File: src/rtl/multicycle_control_pkg.sv
// Shared definitions for the multicycle main control unit.
//   - opcode constants (IR[15:12])
//   - ALUOp encodings consumed by the ALU control decoder
//   - ALUSrcB / PCSource select encodings
//   - FSM state encoding and the packed control vector
package multicycle_control_pkg;

   localparam logic [3:0] OP_RTYPE = 4'd0;
   localparam logic [3:0] OP_SHIFT = 4'd1;
   localparam logic [3:0] OP_ADDI  = 4'd2;
   localparam logic [3:0] OP_LW    = 4'd3;
   localparam logic [3:0] OP_SW    = 4'd4;
   localparam logic [3:0] OP_BEQ   = 4'd5;
   localparam logic [3:0] OP_BNE   = 4'd6;
   localparam logic [3:0] OP_J     = 4'd7;
   localparam logic [3:0] OP_SLTI  = 4'd8;
   localparam logic [3:0] OP_HALT  = 4'd15;

   localparam logic [2:0] ALUOP_RTYPE = 3'd0;
   localparam logic [2:0] ALUOP_SHIFT = 3'd1;
   localparam logic [2:0] ALUOP_ADD   = 3'd2;
   localparam logic [2:0] ALUOP_SUB   = 3'd3;
   localparam logic [2:0] ALUOP_SLT   = 3'd7;

   localparam logic [1:0] SRCB_REGB   = 2'd0;
   localparam logic [1:0] SRCB_CONST2 = 2'd1;
   localparam logic [1:0] SRCB_IMM    = 2'd2;
   localparam logic [1:0] SRCB_IMM_SH = 2'd3;

   localparam logic [1:0] PCSRC_ALU    = 2'd0;
   localparam logic [1:0] PCSRC_ALUOUT = 2'd1;
   localparam logic [1:0] PCSRC_JUMP   = 2'd2;

   typedef enum logic [3:0] {
      S_RST      = 4'd0,
      S_FETCH    = 4'd1,
      S_DECODE   = 4'd2,
      S_EX_R     = 4'd3,
      S_EX_SH    = 4'd4,
      S_EX_I     = 4'd5,
      S_EX_SLTI  = 4'd6,
      S_R_WB     = 4'd7,
      S_I_WB     = 4'd8,
      S_MEM_ADDR = 4'd9,
      S_MEM_RD   = 4'd10,
      S_MEM_WB   = 4'd11,
      S_MEM_WR   = 4'd12,
      S_BRANCH   = 4'd13,
      S_JUMP     = 4'd14,
      S_HALT     = 4'd15
   } state_t;

   typedef struct packed {
      logic       pc_write;
      logic       pc_write_cond;
      logic       branch_ne;
      logic       iord;
      logic       mem_read;
      logic       mem_write;
      logic       ir_write;
      logic       mem_to_reg;
      logic       reg_write;
      logic       reg_dst;
      logic       alu_src_a;
      logic [1:0] alu_src_b;
      logic [1:0] pc_source;
      logic [2:0] alu_op;
      logic       halted;
   } ctrl_t;

   localparam int CTRL_W = $bits(ctrl_t);

   // Opcodes 9..14 have no instruction assigned.
   function automatic logic op_is_illegal(input logic [3:0] op);
      return (op >= 4'd9) && (op <= 4'd14);
   endfunction

endpackage

File: src/rtl/multicycle_control_output_decode.sv
// control_output_decode: combinational state -> control-vector decoder.
// Ports:
//   i_state     : current FSM state encoding
//   i_branch_ne : latched opcode was bne (only meaningful in BRANCH)
//   o_ctrl      : packed ctrl_t control vector
module control_output_decode
   import multicycle_control_pkg::*;
(
   input  logic [3:0]        i_state,
   input  logic              i_branch_ne,
   output logic [CTRL_W-1:0] o_ctrl
);

   ctrl_t w_ctrl;

   always_comb begin
      w_ctrl = '0;
      case (state_t'(i_state))
         S_FETCH: begin
            w_ctrl.mem_read  = 1'b1;
            w_ctrl.ir_write  = 1'b1;
            w_ctrl.pc_write  = 1'b1;
            w_ctrl.alu_src_b = SRCB_CONST2;
            w_ctrl.alu_op    = ALUOP_ADD;
            w_ctrl.pc_source = PCSRC_ALU;
         end
         // Branch target is computed speculatively into ALUOut here.
         S_DECODE: begin
            w_ctrl.alu_src_b = SRCB_IMM_SH;
            w_ctrl.alu_op    = ALUOP_ADD;
         end
         S_EX_R: begin
            w_ctrl.alu_src_a = 1'b1;
            w_ctrl.alu_op    = ALUOP_RTYPE;
         end
         S_EX_SH: begin
            w_ctrl.alu_src_a = 1'b1;
            w_ctrl.alu_src_b = SRCB_IMM;
            w_ctrl.alu_op    = ALUOP_SHIFT;
         end
         S_EX_I, S_MEM_ADDR: begin
            w_ctrl.alu_src_a = 1'b1;
            w_ctrl.alu_src_b = SRCB_IMM;
            w_ctrl.alu_op    = ALUOP_ADD;
         end
         S_EX_SLTI: begin
            w_ctrl.alu_src_a = 1'b1;
            w_ctrl.alu_src_b = SRCB_IMM;
            w_ctrl.alu_op    = ALUOP_SLT;
         end
         S_R_WB: begin
            w_ctrl.reg_write = 1'b1;
            w_ctrl.reg_dst   = 1'b1;
         end
         S_I_WB: begin
            w_ctrl.reg_write = 1'b1;
         end
         S_MEM_RD: begin
            w_ctrl.mem_read = 1'b1;
            w_ctrl.iord     = 1'b1;
         end
         S_MEM_WB: begin
            w_ctrl.reg_write  = 1'b1;
            w_ctrl.mem_to_reg = 1'b1;
         end
         S_MEM_WR: begin
            w_ctrl.mem_write = 1'b1;
            w_ctrl.iord      = 1'b1;
         end
         S_BRANCH: begin
            w_ctrl.alu_src_a     = 1'b1;
            w_ctrl.alu_op        = ALUOP_SUB;
            w_ctrl.pc_write_cond = 1'b1;
            w_ctrl.pc_source     = PCSRC_ALUOUT;
            w_ctrl.branch_ne     = i_branch_ne;
         end
         S_JUMP: begin
            w_ctrl.pc_write  = 1'b1;
            w_ctrl.pc_source = PCSRC_JUMP;
         end
         S_HALT: begin
            w_ctrl.halted = 1'b1;
         end
         default: begin
            w_ctrl = '0;
         end
      endcase
   end

   assign o_ctrl = w_ctrl;

endmodule

File: src/rtl/multicycle_control.sv
// multicycle_control: Moore main control FSM of the multicycle datapath.
// Sequences FETCH/DECODE/EXECUTE/MEMORY/WRITE-BACK from the IR opcode.
// Ports:
//   CLK, Reset (async, active-low)
//   opcode, funk_in         : IR[15:12], IR[2:0]
//   ALUOp, funk             : to ALU control decoder (funk captured in DECODE)
//   PCWrite..ALUSrcA        : single-bit datapath controls
//   ALUSrcB, PCSource       : datapath mux selects
//   Illegal                 : pulse in DECODE on an undefined opcode
//   Halted                  : high while in HALT
//   state                   : current FSM state, debug
module multicycle_control
   import multicycle_control_pkg::*;
#(
   parameter int STATE_W = 4
) (
   input  logic               CLK,
   input  logic               Reset,
   input  logic [3:0]         opcode,
   input  logic [2:0]         funk_in,
   output logic [2:0]         ALUOp,
   output logic [2:0]         funk,
   output logic               PCWrite,
   output logic               PCWriteCond,
   output logic               BranchNE,
   output logic               IorD,
   output logic               MemRead,
   output logic               MemWrite,
   output logic               IRWrite,
   output logic               MemtoReg,
   output logic               RegWrite,
   output logic               RegDst,
   output logic               ALUSrcA,
   output logic [1:0]         ALUSrcB,
   output logic [1:0]         PCSource,
   output logic               Illegal,
   output logic               Halted,
   output logic [STATE_W-1:0] state
);

   state_t              r_state;
   state_t              w_next;
   logic [3:0]          r_opcode;
   logic [2:0]          r_funk;
   logic [CTRL_W-1:0]   w_ctrl_vec;
   ctrl_t               w_ctrl;

   // Opcode and funk are latched at the end of DECODE so later states do
   // not depend on the IR staying put.
   always_ff @(posedge CLK or negedge Reset) begin
      if (!Reset) begin
         r_state  <= S_RST;
         r_opcode <= 4'd0;
         r_funk   <= 3'd0;
      end else begin
         r_state <= w_next;
         if (r_state == S_DECODE) begin
            r_opcode <= opcode;
            r_funk   <= funk_in;
         end
      end
   end

   // DECODE dispatches on the live opcode: the latched copy is only written
   // at the end of that cycle.
   always_comb begin
      w_next = r_state;
      case (r_state)
         S_RST:    w_next = S_FETCH;
         S_FETCH:  w_next = S_DECODE;
         S_DECODE: begin
            case (opcode)
               OP_RTYPE:     w_next = S_EX_R;
               OP_SHIFT:     w_next = S_EX_SH;
               OP_ADDI:      w_next = S_EX_I;
               OP_SLTI:      w_next = S_EX_SLTI;
               OP_LW, OP_SW: w_next = S_MEM_ADDR;
               OP_BEQ, OP_BNE: w_next = S_BRANCH;
               OP_J:         w_next = S_JUMP;
               OP_HALT:      w_next = S_HALT;
               default:      w_next = S_FETCH;
            endcase
         end
         S_EX_R, S_EX_SH:    w_next = S_R_WB;
         S_EX_I, S_EX_SLTI:  w_next = S_I_WB;
         S_MEM_ADDR: w_next = (r_opcode == OP_SW) ? S_MEM_WR : S_MEM_RD;
         S_MEM_RD:   w_next = S_MEM_WB;
         S_R_WB, S_I_WB, S_MEM_WB, S_MEM_WR, S_BRANCH, S_JUMP:
                     w_next = S_FETCH;
         S_HALT:     w_next = S_HALT;
         default:    w_next = S_RST;
      endcase
   end

   control_output_decode u_decode (
      .i_state     (r_state),
      .i_branch_ne (r_opcode == OP_BNE),
      .o_ctrl      (w_ctrl_vec)
   );

   assign w_ctrl      = ctrl_t'(w_ctrl_vec);
   assign ALUOp       = w_ctrl.alu_op;
   assign PCWrite     = w_ctrl.pc_write;
   assign PCWriteCond = w_ctrl.pc_write_cond;
   assign BranchNE    = w_ctrl.branch_ne;
   assign IorD        = w_ctrl.iord;
   assign MemRead     = w_ctrl.mem_read;
   assign MemWrite    = w_ctrl.mem_write;
   assign IRWrite     = w_ctrl.ir_write;
   assign MemtoReg    = w_ctrl.mem_to_reg;
   assign RegWrite    = w_ctrl.reg_write;
   assign RegDst      = w_ctrl.reg_dst;
   assign ALUSrcA     = w_ctrl.alu_src_a;
   assign ALUSrcB     = w_ctrl.alu_src_b;
   assign PCSource    = w_ctrl.pc_source;
   assign Halted      = w_ctrl.halted;
   assign funk        = r_funk;
   assign Illegal     = (r_state == S_DECODE) && op_is_illegal(opcode);
   assign state       = STATE_W'(r_state);

endmodule
File: config.mk
export PLATFORM = sky130hd
export DESIGN_NAME = multicycle_control
export DESIGN_NICKNAME = d
export VERILOG_FILES = /design/src/rtl/multicycle_control_pkg.sv /design/src/rtl/multicycle_control_output_decode.sv /design/src/rtl/multicycle_control.sv
export SDC_FILE = /design/constraint.sdc
export NUM_CORES = 1
export LEC_CHECK = 0
export ABC_CLOCK_PERIOD_IN_PS = 2750
export BUFFER_PORTS_ARGS = -buffer_cell sky130_fd_sc_hd__buf_4
export CAP_MARGIN = 5
export CORE_ASPECT_RATIO = 1.4
export CORE_MARGIN = 4
export CORE_UTILIZATION = 51
export DETAILED_ROUTE_END_ITERATION = 7
export PLACE_DENSITY = 0.84
export SLEW_MARGIN = 20
export SYNTH_ARGS = -nofsm -noshare
export SYNTH_HDL_FRONTEND = slang
export SYNTH_SLANG_ARGS = --single-unit
File: constraint.sdc
create_clock -name CLK -period 2.75 [get_ports CLK]
set_input_delay 0.275 -clock CLK [delete_from_list [all_inputs] [get_ports CLK]]
set_output_delay 0.275 -clock CLK [all_outputs]
set_load 0.02 [all_outputs]
==> results by stage <==
STA:
- Setup violations remaining at the end of the flow were counted as 0.
- Headroom to the max-slew limit came out at 0.602.
- The aggregate negative setup slack is 0 ps.
- Setup repair after global routing left no endpoint under its margin.
- The number of pins exceeding their max-slew limit in the final report is 0.
- Subtracting the final worst setup slack from the clock period gives between 2000 and 2500 ps.
- Derived from the worst setup path, the maximum achievable clock frequency is around 460 MHz.
- The final number of hold-violating endpoints is 0.
- The worst clock skew is around 2.6 ps.
- At the pin with the least slew margin, the transition time is a little under 600 ps.
- In the finished design, the share of the clock period the worst path needs comes to 0.785.

Synth:
- The dominant register cell in the synthesized netlist is dfrtp_1.
- The share of the Yosys chip area taken by registers is 0.297.
- Counting every instance in the synthesized netlist gives around 100.
- The count of synthesis-stage warnings from yosys is 0.
- The share of synthesized cell area in full adder, half adder and majority cells is 0.0945.
- Yosys mapped the design onto 36 distinct sky130hd cell types.
- The count of flip-flops with a built-in enable after synthesis is 0.
- Synthesis inferred 11 register bits.
- The combined area of all synthesized cells is roughly 900 um2.
- The fraction of the mapped netlist area in compound gates is 0.154.
- Of the total synthesized cell area, the portion taken by XOR and XNOR cells is 0.0189.
- The post-synthesis area per instance is a little under 9 um2.
- Of all flip-flops after synthesis, the portion carrying an async set or reset was 1.00.
- The combinational family with the most area after synthesis is simple AND/OR/NAND/NOR gates.
- The basic-gate share of the synthesized area counting and, or, nand and nor cells is 0.260.
- The mux contribution to synthesized area is 0.0958.
- The synthesized netlist net count is 120.

Drt:
- The detailed router finished its first iteration with 10 violations.
- The wire length per cell after detailed routing is 13.7 um.
- The final layout contains routed wiring with a total length of 2.13 mm.
- The length of the first detailed-routing pass in iterations is 4.
- In the routed layout, each cell is associated on average with a via count of ~5.5.
- The count of nets left with antenna violations once routing finished came out at 0.
- The routed layout has between 800 and 900 vias.
- The remaining routing DRC violations is 0.

GRT:
- The number of antenna violations at the first check in global routing came to 0.
- The pin count of the biggest net entering global routing is 21.
- The global-route wire length before repair is 3.29 mm.
- In the global route stage, overall resource usage came out at 0.167.
- The global-route congestion overflow total is 0.
- The via count of the first global-routing pass is 772.

Pwr:
- For this design the static power due to leakage is approximately 0.55 nW.
- The total power divided by cell area is between 1000 and 1500 mW/mm2.
- VDD sags by at most roughly 0.00070 V.

Clocking:
- In this run the deepest clock path goes through 2 buffers.
- The worst-skew pair later-pin latency is 270 ps.
- The clock tree from TritonCTS is yes.
- CTS saw 11 sinks.
- The clock slew seen by the registers of the worst setup and hold paths is around 70 ps.
- In this run the number of H-tree levels came out at 1.
- The TritonCTS buffer count is 3.
- CTS placed an instance of clkbuf_4 at the clock tree root.

Worst setup path:
- The critical path is of the reg2out type.
- STA classifies the critical path endpoint as an output port.
- The maximum fanout count along the critical path is 20.
- The worst register-to-register path has a setup slack of roughly 1100 ps.
- In this run the critical register-to-register path is launched from state[3].
- The worst endpoint required time is 2480 ps.
- The arrival time at the worst endpoint is ~1900 ps.
- The cell depth of the worst flop-to-flop path is 2.
- The worst setup path is launched from a flip-flop.
- The endpoint of the most critical register-to-register path is funk[0].

Die:
- From left edge to right edge, the die measures between 40 and 50 um.
- In this run the standard cell core region covers 0.00176 mm2.
- The floorplan has 18 rows.
- The top-level I/O count is 36.
- The starting density of the core is 0.528.
- From bottom edge to top edge, the die measures between 50 and 60 um.
- The area of the die is between 0.002 and 0.003 mm2.

Layout:
- The number of antenna diodes in the final layout is 0.
- The final standard cell utilization of the core is 0.681.
- The post-layout net count is between 150 and 200.
- Of the cells placed in the final design, the portion with a size suffix greater than 1 is 0.356.
- Relative to the synthesized area, the layout overhead comes to 29.0%.

Worst hold path:
- The end point of the most critical hold path is funk[1].
- In this run the most critical hold path is launched from funk_in[1].
- Counting instances, the worst hold path has a depth of 2.
- In this run the worst hold path is classified as in2reg.

Placement:
- The final weighted congestion in routability-driven placement is around 0.87.
- Input and output buffers added on the ports amount to 35.
- The wire-length estimate of the detail-placed layout is 1.66 mm.

Run status:
- The flow ran to the end, and the final reports show no timing, DRC or antenna violations.

Flow run:
- The number of violations of the max-capacitance limit is 0.
-- per-stage QoR --
step,hold WS (ps),worst slack (ps),total power [mW],cells,area [um2]
after floorplan,-20.6,852,0.939,104,927
after global routing,229,492,1.42,155,1200
after detailed placement,112,903,1.22,150,1160
final,239,591,1.33,155,1200
after global placement,111,961,1.21,150,1160
after CTS,232,596,1.34,155,1200
-- registers in the layout, indices dropped and copies added (netlist names) --
name and flops:
r_opcode 4, state 4, funk 3
-- power breakdown --
part	total, mW	switching [mW]	internal, mW
combinational	0.843	0.449	0.393
sequential	0.378	0.139	0.240
clock	0.110	0.0539	0.0562
total	1.33	0.642	0.689
-- placed cells by master, fill, tap and decap left out, drive strengths merged, types with 2 or more instances in the layout --
cell type / n
buf: 35
nor2b: 4
o21ai: 4
inv: 5
a21oi: 2
a211oi: 2
or2: 2
nor4b: 2
nor3b: 4
nand2b: 4
xnor2: 2
ha: 7
o21a: 2
clkbuf: 4
nand2: 7
nor3: 3
a22oi: 2
nor2: 11
mux2: 7
o32ai: 2
dfrtp: 11
-- worst max path at each step --
stage / endpoint / slack, ps / start
global route: Illegal / 490 / state[3]
detailed placement: Illegal / 900 / state[3]
floorplan: PCWrite / 850 / state[0]
CTS: Illegal / 600 / state[3]
global placement: BranchNE / 960 / state[0]
finish: Illegal / 590 / state[3]
-- layer usage --
layer  global-route usage  part of all wire
met5                    0                 0
met4               0.0647            0.0089
met3               0.0398             0.074
met2                0.302              0.52
met1                0.183              0.40
-- cells by family after synthesis --
kind of cell / after synthesis
adders and majority gates: 7
muxes: 8
and+or+nand+nor: 42
buffers and inverters: 14
DFF: 11
AOI/OAI and AO/OA: 20
xor gates and xnor gates: 2
-- synth_stat cells, drive strengths merged (2+ instances only) --
library cell,instances,share of area
a21oi,2,0.011
a211oi,2,0.016
buf,8,0.055
xnor2,2,0.019
inv,5,0.020
nor2,11,0.045
o21a,2,0.016
nand2,7,0.028
dfrtp,11,0.30
ha,7,0.094
o21ai,4,0.022
mux2,7,0.085
or2,2,0.013
nor3b,4,0.032
a22oi,2,0.016
nor2b,4,0.027
nand2b,4,0.027
nor4b,2,0.035
nor3,3,0.016
o32ai,2,0.019
-- what timing repair did --
item | 4_1_cts | 5_1_grt
hold buffers | 1 | 0
buffers inserted | 0 | 0
gates resized for setup | 0 | 0
hold endpoints to repair | 11 | 0
-- critical path, cell delays in order (launching register included) --
cell	delay, ps
dfrtp_1	600
nor4b_4	590
nand2_1	150
nor2_1	130
buf_4	150
-- layout make-up --
class | instances | area (um2)
Fill cell | 155 | 561
Sequential cell | 11 | 275
Tap cell | 20 | 25.0
Timing Repair Buffer | 36 | 273
Clock buffer | 4 | 26.3
Inverter | 5 | 18.8
Multi-Input combinational cell | 79 | 578
Power figures use the tool's default switching activity.
